[config.mk]
export PLATFORM = sky130hd
export DESIGN_NAME = rwt_adc_pattern_source
export DESIGN_NICKNAME = d
export VERILOG_FILES = /design/src/rtl/rwt_adc_pattern_pkg.sv /design/src/rtl/rwt_adc_rate_div.sv /design/src/rtl/rwt_adc_pattern_source.sv
export SDC_FILE = /design/constraint.sdc
export NUM_CORES = 1
export LEC_CHECK = 0
export CELL_PAD_IN_SITES_DETAIL_PLACEMENT = 1
export CELL_PAD_IN_SITES_GLOBAL_PLACEMENT = 2
export CORE_UTILIZATION = 33
export CTS_CLUSTER_SIZE = 14
export DETAILED_ROUTE_END_ITERATION = 8
export GPL_ROUTABILITY_DRIVEN = 0
export PLACE_DENSITY = 0.87
export SYNTH_ARGS = -nofsm -noshare
export SYNTH_HDL_FRONTEND = slang
export SYNTH_SLANG_ARGS = --single-unit
[constraint.sdc]
create_clock -name clk -period 7.85 [get_ports clk]
set_input_delay 0.785 -clock clk [delete_from_list [all_inputs] [get_ports clk]]
set_output_delay 0.785 -clock clk [all_outputs]
set_load 0.005 [all_outputs]
[src/rtl/rwt_adc_pattern_pkg.sv]
// ---------------------------------------------------------------------------
// rwt_adc_pattern_pkg
// Shared types and helpers for the ADC pattern source:
//   mode_e      - pattern selector (CONST / RAMP / PRBS / TOGGLE)
//   state_e     - run state (IDLE / RUN)
//   PRBS_*      - PRBS-31 length and tap positions (x^31 + x^28 + 1)
//   prbs_init   - seed fixup (all-zero state would lock the LFSR)
//   prbs_step   - one Fibonacci shift of the PRBS-31 register
// ---------------------------------------------------------------------------
package rwt_adc_pattern_pkg;

  typedef enum logic [1:0] {
    MODE_CONST  = 2'd0,
    MODE_RAMP   = 2'd1,
    MODE_PRBS   = 2'd2,
    MODE_TOGGLE = 2'd3
  } mode_e;

  typedef enum logic {
    ST_IDLE = 1'b0,
    ST_RUN  = 1'b1
  } state_e;

  localparam int PRBS_LEN    = 31;
  localparam int PRBS_TAP_HI = 30;  // x^31 term
  localparam int PRBS_TAP_LO = 27;  // x^28 term

  // An all-zero LFSR never leaves zero, so a zero seed is replaced by 1.
  function automatic logic [PRBS_LEN-1:0] prbs_init(input logic [PRBS_LEN-1:0] s);
    return (s == '0) ? {{(PRBS_LEN-1){1'b0}}, 1'b1} : s;
  endfunction

  function automatic logic [PRBS_LEN-1:0] prbs_step(input logic [PRBS_LEN-1:0] s);
    return {s[PRBS_LEN-2:0], s[PRBS_TAP_HI] ^ s[PRBS_TAP_LO]};
  endfunction

endpackage

[src/rtl/rwt_adc_rate_div.sv]
// ---------------------------------------------------------------------------
// rwt_adc_rate_div
// Sample-rate down-counter. clear loads the counter with period; while
// enable is high the counter runs down and reloads, and strobe is high in
// every cycle where the count has reached zero. strobe therefore marks the
// clock edges on which the parent emits a sample; the parent emits the very
// first sample of a run itself on the clear edge.
// Ports:
//   clk, rst  - clock, asynchronous active-high reset
//   clear     - reload counter with period (start of run)
//   enable    - counter runs while high
//   period    - cycles between strobes minus 1
//   strobe    - one-cycle strobe, emit a sample on this edge
// ---------------------------------------------------------------------------
module rwt_adc_rate_div #(
  parameter int DIV_WIDTH = 16
) (
  input  logic                 clk,
  input  logic                 rst,
  input  logic                 clear,
  input  logic                 enable,
  input  logic [DIV_WIDTH-1:0] period,
  output logic                 strobe
);

  logic [DIV_WIDTH-1:0] cnt_reg;

  always_ff @(posedge clk or posedge rst) begin
    if (rst) begin
      cnt_reg <= '0;
    end else if (clear) begin
      cnt_reg <= period;
    end else if (enable) begin
      if (cnt_reg == '0) begin
        cnt_reg <= period;
      end else begin
        cnt_reg <= cnt_reg - 1'b1;
      end
    end
  end

  assign strobe = enable && !clear && (cnt_reg == '0);

endmodule

[src/rtl/rwt_adc_pattern_source.sv]
// ---------------------------------------------------------------------------
// rwt_adc_pattern_source
// Test-pattern generator driving the ADC stream interface in place of a
// real ADC front-end. A start pulse latches the configuration and begins a
// run; samples are emitted every rate_div+1 cycles until num_samples have
// been sent (0 = run until stop).
//
// Optional feature macro: RWT_ADC_PATTERN_PRBS_EN
//   defined   -> PRBS-31 generator present, mode 2 = PRBS
//   undefined -> no LFSR, mode 2 behaves exactly as CONST
//
// Ports:
//   clk, rst      - clock, asynchronous active-high reset
//   start, stop   - one-cycle run control pulses
//   mode          - 0 CONST, 1 RAMP, 2 PRBS, 3 TOGGLE
//   rate_div      - sample period minus 1, in clk cycles
//   num_samples   - samples per run, 0 = continuous
//   enable_mask   - channels enabled for the run
//   seed          - pattern seed / base value
//   adc_data      - channel i at [i*SAMPLE_WIDTH +: SAMPLE_WIDTH]
//   adc_enable    - latched enable_mask while busy
//   adc_valid     - per-channel valid on strobe cycles
//   busy          - high while running
//   done          - one-cycle pulse when a run ends (completion or stop)
//   samples_sent  - samples emitted in the current / last run
// ---------------------------------------------------------------------------
module rwt_adc_pattern_source
  import rwt_adc_pattern_pkg::*;
#(
  parameter int NUM_CHANNELS = 4,
  parameter int SAMPLE_WIDTH = 16,
  parameter int DIV_WIDTH    = 16,
  parameter int COUNT_WIDTH  = 32
) (
  input  logic                                 clk,
  input  logic                                 rst,
  input  logic                                 start,
  input  logic                                 stop,
  input  logic [1:0]                           mode,
  input  logic [DIV_WIDTH-1:0]                 rate_div,
  input  logic [COUNT_WIDTH-1:0]               num_samples,
  input  logic [NUM_CHANNELS-1:0]              enable_mask,
  input  logic [SAMPLE_WIDTH-1:0]              seed,
  output logic [NUM_CHANNELS*SAMPLE_WIDTH-1:0] adc_data,
  output logic [NUM_CHANNELS-1:0]              adc_enable,
  output logic [NUM_CHANNELS-1:0]              adc_valid,
  output logic                                 busy,
  output logic                                 done,
  output logic [COUNT_WIDTH-1:0]               samples_sent
);

  // -------------------------------------------------------------------------
  // State and latched configuration
  // -------------------------------------------------------------------------
  state_e                            state_reg;
  mode_e                             mode_reg;
  logic [SAMPLE_WIDTH-1:0]           seed_reg;
  logic [COUNT_WIDTH-1:0]            num_reg;
  logic [DIV_WIDTH-1:0]              rate_div_reg;
  logic [NUM_CHANNELS-1:0]           enable_reg;
  logic [NUM_CHANNELS-1:0]           valid_reg;
  logic [NUM_CHANNELS*SAMPLE_WIDTH-1:0] data_reg;
  logic                              busy_reg;
  logic                              done_reg;
  logic [COUNT_WIDTH-1:0]            sent_reg;

  logic start_fire;
  logic run_end;
  logic div_strobe;

  // start is only honoured from IDLE; a start in RUN is dropped.
  assign start_fire = (state_reg == ST_IDLE) && start;

  // The final strobe is already on the outputs when sent_reg reaches the
  // target, so the run closes on the edge after it. stop closes it too.
  assign run_end = stop || ((num_reg != '0) && (sent_reg == num_reg));

  // -------------------------------------------------------------------------
  // Rate divider. On the start edge the divider is loaded straight from the
  // input port because rate_div_reg is only being written on that edge.
  // -------------------------------------------------------------------------
  rwt_adc_rate_div #(
    .DIV_WIDTH(DIV_WIDTH)
  ) u_rate_div (
    .clk   (clk),
    .rst   (rst),
    .clear (start_fire),
    .enable(state_reg == ST_RUN),
    .period(start_fire ? rate_div : rate_div_reg),
    .strobe(div_strobe)
  );

  // -------------------------------------------------------------------------
  // Pattern operands for the sample about to be emitted. On the start edge
  // sample 0 is built from the raw inputs; afterwards from the latched copy.
  // sent_reg doubles as the index of the next sample.
  // -------------------------------------------------------------------------
  mode_e                   mode_cur;
  logic [SAMPLE_WIDTH-1:0] seed_cur;
  logic [SAMPLE_WIDTH-1:0] n_cur;
  logic [NUM_CHANNELS-1:0] mask_cur;

  assign mode_cur = start_fire ? mode_e'(mode) : mode_reg;
  assign seed_cur = start_fire ? seed : seed_reg;
  assign n_cur    = start_fire ? '0 : SAMPLE_WIDTH'(sent_reg);
  assign mask_cur = start_fire ? enable_mask : enable_reg;

`ifdef RWT_ADC_PATTERN_PRBS_EN
  // lfsr_reg holds the state for the next sample (state after n shifts).
  logic [PRBS_LEN-1:0] lfsr_reg;
  logic [PRBS_LEN-1:0] lfsr_cur;

  assign lfsr_cur = start_fire ? prbs_init(PRBS_LEN'(seed)) : lfsr_reg;
`endif

  logic [NUM_CHANNELS*SAMPLE_WIDTH-1:0] sample_next;

  genvar gi;
  generate
    for (gi = 0; gi < NUM_CHANNELS; gi++) begin : g_ch
      logic [SAMPLE_WIDTH-1:0] ch_val;

`ifdef RWT_ADC_PATTERN_PRBS_EN
      // Each channel taps the LFSR rotated left by 3*i bits.
      localparam int ROT = (3 * gi) % PRBS_LEN;
      logic [PRBS_LEN-1:0] prbs_rot;

      if (ROT == 0) begin : g_rot0
        assign prbs_rot = lfsr_cur;
      end else begin : g_rotn
        assign prbs_rot = (lfsr_cur << ROT) | (lfsr_cur >> (PRBS_LEN - ROT));
      end
`endif

      always_comb begin
        ch_val = seed_cur;
        case (mode_cur)
          MODE_RAMP:   ch_val = seed_cur + n_cur + SAMPLE_WIDTH'(gi);
          MODE_TOGGLE: ch_val = n_cur[0] ? ~seed_cur : seed_cur;
`ifdef RWT_ADC_PATTERN_PRBS_EN
          MODE_PRBS:   ch_val = prbs_rot[SAMPLE_WIDTH-1:0];
`endif
          default:     ch_val = seed_cur;
        endcase
      end

      // Disabled channels are held at zero regardless of pattern.
      assign sample_next[gi*SAMPLE_WIDTH +: SAMPLE_WIDTH] = mask_cur[gi] ? ch_val : '0;
    end
  endgenerate

  // -------------------------------------------------------------------------
  // Main control: single registered FSM driving every output.
  // -------------------------------------------------------------------------
  always_ff @(posedge clk or posedge rst) begin
    if (rst) begin
      state_reg    <= ST_IDLE;
      mode_reg     <= MODE_CONST;
      seed_reg     <= '0;
      num_reg      <= '0;
      rate_div_reg <= '0;
      enable_reg   <= '0;
      valid_reg    <= '0;
      data_reg     <= '0;
      busy_reg     <= 1'b0;
      done_reg     <= 1'b0;
      sent_reg     <= '0;
`ifdef RWT_ADC_PATTERN_PRBS_EN
      lfsr_reg     <= '0;
`endif
    end else begin
      done_reg <= 1'b0;
      case (state_reg)
        ST_IDLE: begin
          // start beats a coincident stop: stop is not looked at in IDLE.
          if (start) begin
            state_reg    <= ST_RUN;
            mode_reg     <= mode_e'(mode);
            seed_reg     <= seed;
            num_reg      <= num_samples;
            rate_div_reg <= rate_div;
            enable_reg   <= enable_mask;
            busy_reg     <= 1'b1;
            // Sample 0 goes out on this same edge.
            data_reg     <= sample_next;
            valid_reg    <= enable_mask;
            sent_reg     <= COUNT_WIDTH'(1);
`ifdef RWT_ADC_PATTERN_PRBS_EN
            lfsr_reg     <= prbs_step(lfsr_cur);
`endif
          end
        end
        ST_RUN: begin
          if (run_end) begin
            state_reg  <= ST_IDLE;
            busy_reg   <= 1'b0;
            done_reg   <= 1'b1;
            enable_reg <= '0;
            valid_reg  <= '0;
            data_reg   <= '0;
          end else if (div_strobe) begin
            data_reg  <= sample_next;
            valid_reg <= enable_reg;
            sent_reg  <= sent_reg + 1'b1;
`ifdef RWT_ADC_PATTERN_PRBS_EN
            lfsr_reg  <= prbs_step(lfsr_cur);
`endif
          end else begin
            valid_reg <= '0;
          end
        end
        default: state_reg <= ST_IDLE;
      endcase
    end
  end

  assign adc_data     = data_reg;
  assign adc_enable   = enable_reg;
  assign adc_valid    = valid_reg;
  assign busy         = busy_reg;
  assign done         = done_reg;
  assign samples_sent = sent_reg;

endmodule

; ---- Word-level counts from Yosys, hierarchy flattened
; Cells that the tools add are included.
[word_totals]
regBits = 189
inputBits = 74
out_inout_bits = 106
wordCells = 80
[classes]
add_sub_neg = 6
n_eq_ne = 8
n_mux = 39
bitwise_logic = 2
reduce_logical = 13
[ops]
columns = cell, count
row1 = $mux W64, 3
row2 = $mux W16, 11
row3 = $pmux W16 S2, 4
row4 = $pmux W64 S2, 1
row5 = $mux W32, 3
row6 = $pmux W32 S2, 1
row7 = $add A16 B2 Y16 const B, 2
row8 = $add A32 B1 Y32 const B, 1
row9 = $eq A32 B32 Y1, 1
row10 = $reduce_bool A32 Y1, 1
row11 = $mux W4, 5
row12 = $add A16 B1 Y16 const B, 1
row13 = $add A16 B16 Y16, 1
row14 = $logic_not A16 Y1, 1
row15 = $not A16 Y16, 1
row16 = $pmux W4 S2, 2
row17 = $sub A16 B1 Y16 const B, 1
row18 = $mux W1, 6
row19 = $reduce_and A2 Y1, 3
row20 = $logic_and A1 B1 Y1, 4
row21 = $ne A2 B1 Y1 const B, 2
row22 = $ne A2 B2 Y1 const B, 2
row23 = $pmux W1 S2, 2
row24 = $ne A3 B1 Y1 const B, 1
row25 = 8 further kinds, 8

; ---- Depth between registers and ports, before layout
[depth]
depth_word = 10
depth_mapped = 19
ltp_nobuf = 16

; ---- By module
; Synthesis repeated with hierarchy kept, for this count alone.
[hier_totals]
hier_cells = 1330
area_unflattened_um2 = 11280.8
[by_module_without_submodules]
columns = module, n_inst, cells_each, area_each_um2, seq_area_each_um2
row1 = rwt_adc_pattern_source, 1, 1192, 10124.7, 4329.2
row2 = rwt_adc_rate_div, 1, 138, 1156.1, 400.4

; ---- Worst setup path after synthesis
; Ideal clock, no wire load.
[synth_timing]
path_type = input -> register
start = in start
end = reg data_reg[31] (netlist: adc_data[31])
setup_time_ns = 0.139
arrival_time_ns = 4.886
required_time_ns = 7.711
slack_ns = 2.824
path_stages = 18
n_path_buf = 6
cell_sequence = nand2b_1 -> buf_4 -> clkbuf_1 -> clkbuf_1 -> clkbuf_1 -> buf_1 -> clkbuf_1 -> and2_1 -> ha_1 -> or2_2 -> a21o_1 -> a2111oi_0 -> a211oi_1 -> xor2_1 -> and4bb_2 -> nand4_1 -> xnor2_1 -> o221ai_1
[synth_via]
elab_chain_len = 9
word_cells_on_any_way = 23
classes_between = 2 x add/sub / 4 x eq/ne / 11 x mux / 1 x bitwise / 5 x reduce/logical
[synth_lines]
columns = item, line
row1 = "start, declared", rwt_adc_pattern_source.sv:37  ; input logic start,
row2 = $logic_and A1 B1 Y1, rwt_adc_pattern_source.sv:72  ; assign start_fire = (state_reg == ST_IDLE) && start;
row3 = "$mux W16, on equally long branches", "rwt_adc_pattern_source.sv:104, rwt_adc_pattern_source.sv:105"
row4 = $add A16 B16 Y16 or $not A16 Y16 (tied branches), "rwt_adc_pattern_source.sv:138, rwt_adc_pattern_source.sv:139"
row5 = $add A16 B1 Y16 or $mux W16 (tied branches), "rwt_adc_pattern_source.sv:138, rwt_adc_pattern_source.sv:139"
row6 = $pmux W16 S2, rwt_adc_pattern_source.sv:137  ; case (mode_cur)
row7 = $mux W16, rwt_adc_pattern_source.sv:148  ; assign sample_next[gi*SAMPLE_WIDTH +: SAMPLE_WIDTH] = mask_cur[gi] ? ch_val : '0;
row8 = $mux W64, rwt_adc_pattern_source.sv:201  ; end else if (div_strobe) begin
row9 = $mux W64, rwt_adc_pattern_source.sv:194  ; if (run_end) begin
row10 = $pmux W64 S2, rwt_adc_pattern_source.sv:173  ; case (state_reg)
row11 = "end signal, assigned", rwt_adc_pattern_source.sv:185  ; data_reg <= sample_next;
row12 = "end signal, assigned", rwt_adc_pattern_source.sv:202  ; data_reg <= sample_next;
row13 = "end, declared", rwt_adc_pattern_source.sv:62  ; logic [NUM_CHANNELS*SAMPLE_WIDTH-1:0] data_reg;
; Parallel ways exist; a longest one is shown, timed or not. The select of a mux whose other input is x is not followed.
; A chain may end at the register's enable or synchronous reset.

; ---- Worst setup path after layout
; Same ends and word-level chain as after synthesis.

==> results.sh <==
export IMPL_outcome="complete, no violations"
export IMPL_clk_latency_ps=440
export IMPL_setup_violations_final=0
export IMPL_irDropWorstVdd_mv=0.140
export IMPL_min_period_over_period=0.666
export IMPL_overflow=0
export IMPL_post_route_min_period_ps=5220
export IMPL_cpMostUsedCell="nand2_1"
export IMPL_syn_inst=1264
export IMPL_seq_area_frac_synth=0.431
export IMPL_largest_reg_flops=64
export IMPL_drive_above_1_share=0.0520
export IMPL_die_area_sq_mm=0.0340
export IMPL_cts_tree="done"
export IMPL_initial_core_util=0.337
export IMPL_cp_required_ps=8150
export IMPL_post_dp_cell_area_sq_mm=0.0132
export IMPL_yosys_register_bits=189
export IMPL_final_util=0.422
export IMPL_hold_viol=0
export IMPL_grt_max_degree=126
export IMPL_num_rows=66
export IMPL_wirelength_microns=38600
export IMPL_ys_types=76
export IMPL_tns_ps=0
export IMPL_crit_chain="buf_2 > nand2b_2 > buf_4 > nand2_1 > nand2_1 > ha_1 > inv_1 > fa_1 > inv_1 > o2111ai_1 > a211oi_4 > o2111ai_1 > nand2_1 > xor2_2 > and4bb_2 > nand4_1 > xnor2_1 > o221ai_1"
export IMPL_areaGrowthSynthToFinish_pct=25.3
export IMPL_clk_path_buf_depth=2
export IMPL_slew_headroom=0.216
export IMPL_leakagePower_nw=6.01
export IMPL_numCtsBuffers=17
export IMPL_cp_num_buf_inv=4
export IMPL_cts_clk_slew_worst_paths_ps=70
export IMPL_cts_max_level=4
export IMPL_crit_path_max_fanout=86
export IMPL_chipWidth_microns=184
export IMPL_yosysTopAreaCell="dfrtp_1"
export IMPL_skew_ps=10.8
export IMPL_cts_root_buf="clkbuf_16"
export IMPL_drc_errors=0
export IMPL_r2r_slack_ps=3090
export IMPL_synthDominantCellAreaShare=0.431
export IMPL_worst_setup_path_type="in2reg"
export IMPL_worstHoldPathType="reg2reg"
export IMPL_synth_ff_type="dfrtp_1"
export IMPL_drv_cap=0
export IMPL_grt_pass1_vias=10500
export IMPL_numClockSinks=189
export IMPL_synthArstFlopShare=1.00
export IMPL_chipHeight_microns=184
export IMPL_critPathLaunchType="primary input"
export IMPL_syn_area_sq_mm=0.0110
export IMPL_syn_area_per_cell_sq_um=8.69
export IMPL_dpl_hpwl_microns=28100
export IMPL_critPathSlowestCell="buf_4"
export IMPL_antenna_found_initial=4
export IMPL_worst_slew_pin_slew_ps=1170
export IMPL_io_pins=180
export IMPL_grt_pass1_wl_microns=61200
export IMPL_postCtsResizedCells=0
export IMPL_hold_buffers=0
export IMPL_final_max_slew_viol_count=0
export IMPL_coreArea_sq_mm=0.0326
export IMPL_num_vias=10100
export IMPL_routedWlPerCell_microns=20.7
export IMPL_crit_path_end_kind="flip-flop"
export IMPL_cp_top_family="buffers and inverters"
export IMPL_fin_area_sq_mm=0.0138
export IMPL_via_per_inst=5.39
export IMPL_synth_nets=1361
export IMPL_holdWs_ps=476
export IMPL_slowest_delay_ps=760
export IMPL_synth_enable_flop_cells=0
export IMPL_arrival_ps=5530
export IMPL_grt_use_total=0.236
export IMPL_cts_setup_buffers=0
export IMPL_drt_iter0_drc=747
export IMPL_fin_nets=1508
export IMPL_drtPass1Iterations=4
export IMPL_io_buffers=179
export IMPL_fmax_mhz=191
export IMPL_power_density_mw_per_mm2=243
export IMPL_final_antenna_net_count=0
export IMPL_ys_warnings_count=0
export IMPL_rsz0062_at_grt="no"
export IMPL_netlist_top_cells_area="dfrtp_1 43%, nand2_1 11%, xnor2_1 6.0%"
[placed cells by master (no fill, tap or decap), drive strengths merged, types with 17 or more instances in the layout]
master         netlist  routed
nand2              335     335
dfrtp              189     189
clkdlybuf4s50        0     178
xnor2               79      79
nor2                75      75
o21ai               75      75
xor2                53      53
a21oi               51      51
nand3               25      25
inv                 21      25
ha                  22      22
nand4               20      20
and2                20      20
clkbuf              50      18
nor4                17      17
[cell type report]
type | instances | area (sq um)
inverter | 24 | 97.6
sequential | 189 | 4730
clock buffer | 18 | 429
timing repair buffer | 190 | 1870
clock inverter | 13 | 115
tap | 442 | 553
fill | 3779 | 18900
multi-input combinational | 989 | 5960
antenna | 1 | 2.50
[cells by family (layout without fill, tap and decap cells)]
| group | count (synthesis) | in the layout | share of synthesized area |
|---|---|---|---|
| DFF | 189 | 189 | 0.431 |
| AOI/OAI and AO/OA | 253 | 253 | 0.155 |
| and+or+nand+nor | 566 | 566 | 0.232 |
| buffers and inverters | 86 | 245 | 0.0303 |
| adders and majority gates | 23 | 23 | 0.0269 |
| xor gates and xnor gates | 132 | 132 | 0.110 |
| muxes | 15 | 15 | 0.0140 |
| other | 0 | 1 | 0 |
[path summary, 6_finish.rpt]
path | from | to | cells after the start
min in group asynchronous | rst | rate_div_reg[8] | 2
worst min-delay path | rate_div_reg[12] | rate_div_reg[12] | 2
worst max-delay path | start | adc_data[31] | 18
worst max register to register | samples_sent[0] | adc_data[31] | 15
max in group asynchronous | rst | u_rate_div.cnt_reg[12] | 3
worst min register to register | rate_div_reg[12] | rate_div_reg[12] | 2
[synth_stat cells, drive strengths merged, types with 21 or more instances]
cell type and instances:
a21oi 51, clkbuf 50, dfrtp 189, ha 22, inv 21, nand2 335
nand3 25, nor2 75, o21ai 75, xnor2 79, xor2 53
[where the power goes]
group          internal [mW]  switching [mW]  total, mW
registers               1.15           0.157       1.31
clock network          0.438           0.415      0.853
logic                  0.481           0.707       1.19
total                   2.07            1.28       3.35
[stage by stage]
stage	total power [mW]	cells	setup WS, ps
after floorplan	2.01	1264	1920
after global placement	2.46	1834	2320
after detailed placement	2.50	1834	2190
after CTS	3.36	1865	2660
after global routing	3.54	1865	2260
final	3.35	1866	2630
[layer usage]
metal	global-route usage	routed length, microns	vias to the layer above
li1	-	-	4649
met1	0.317	17300	5009
met2	0.376	17700	324
met3	0.0486	2540	66
met4	0.0803	1020	4
met5	0	27	-
[worst min-delay path, stage by stage, from the launching register on]
cell	delay, ps
dfrtp_1	320
nand2_1	40
nand2_1	70
Power figures use the tool's default switching activity.
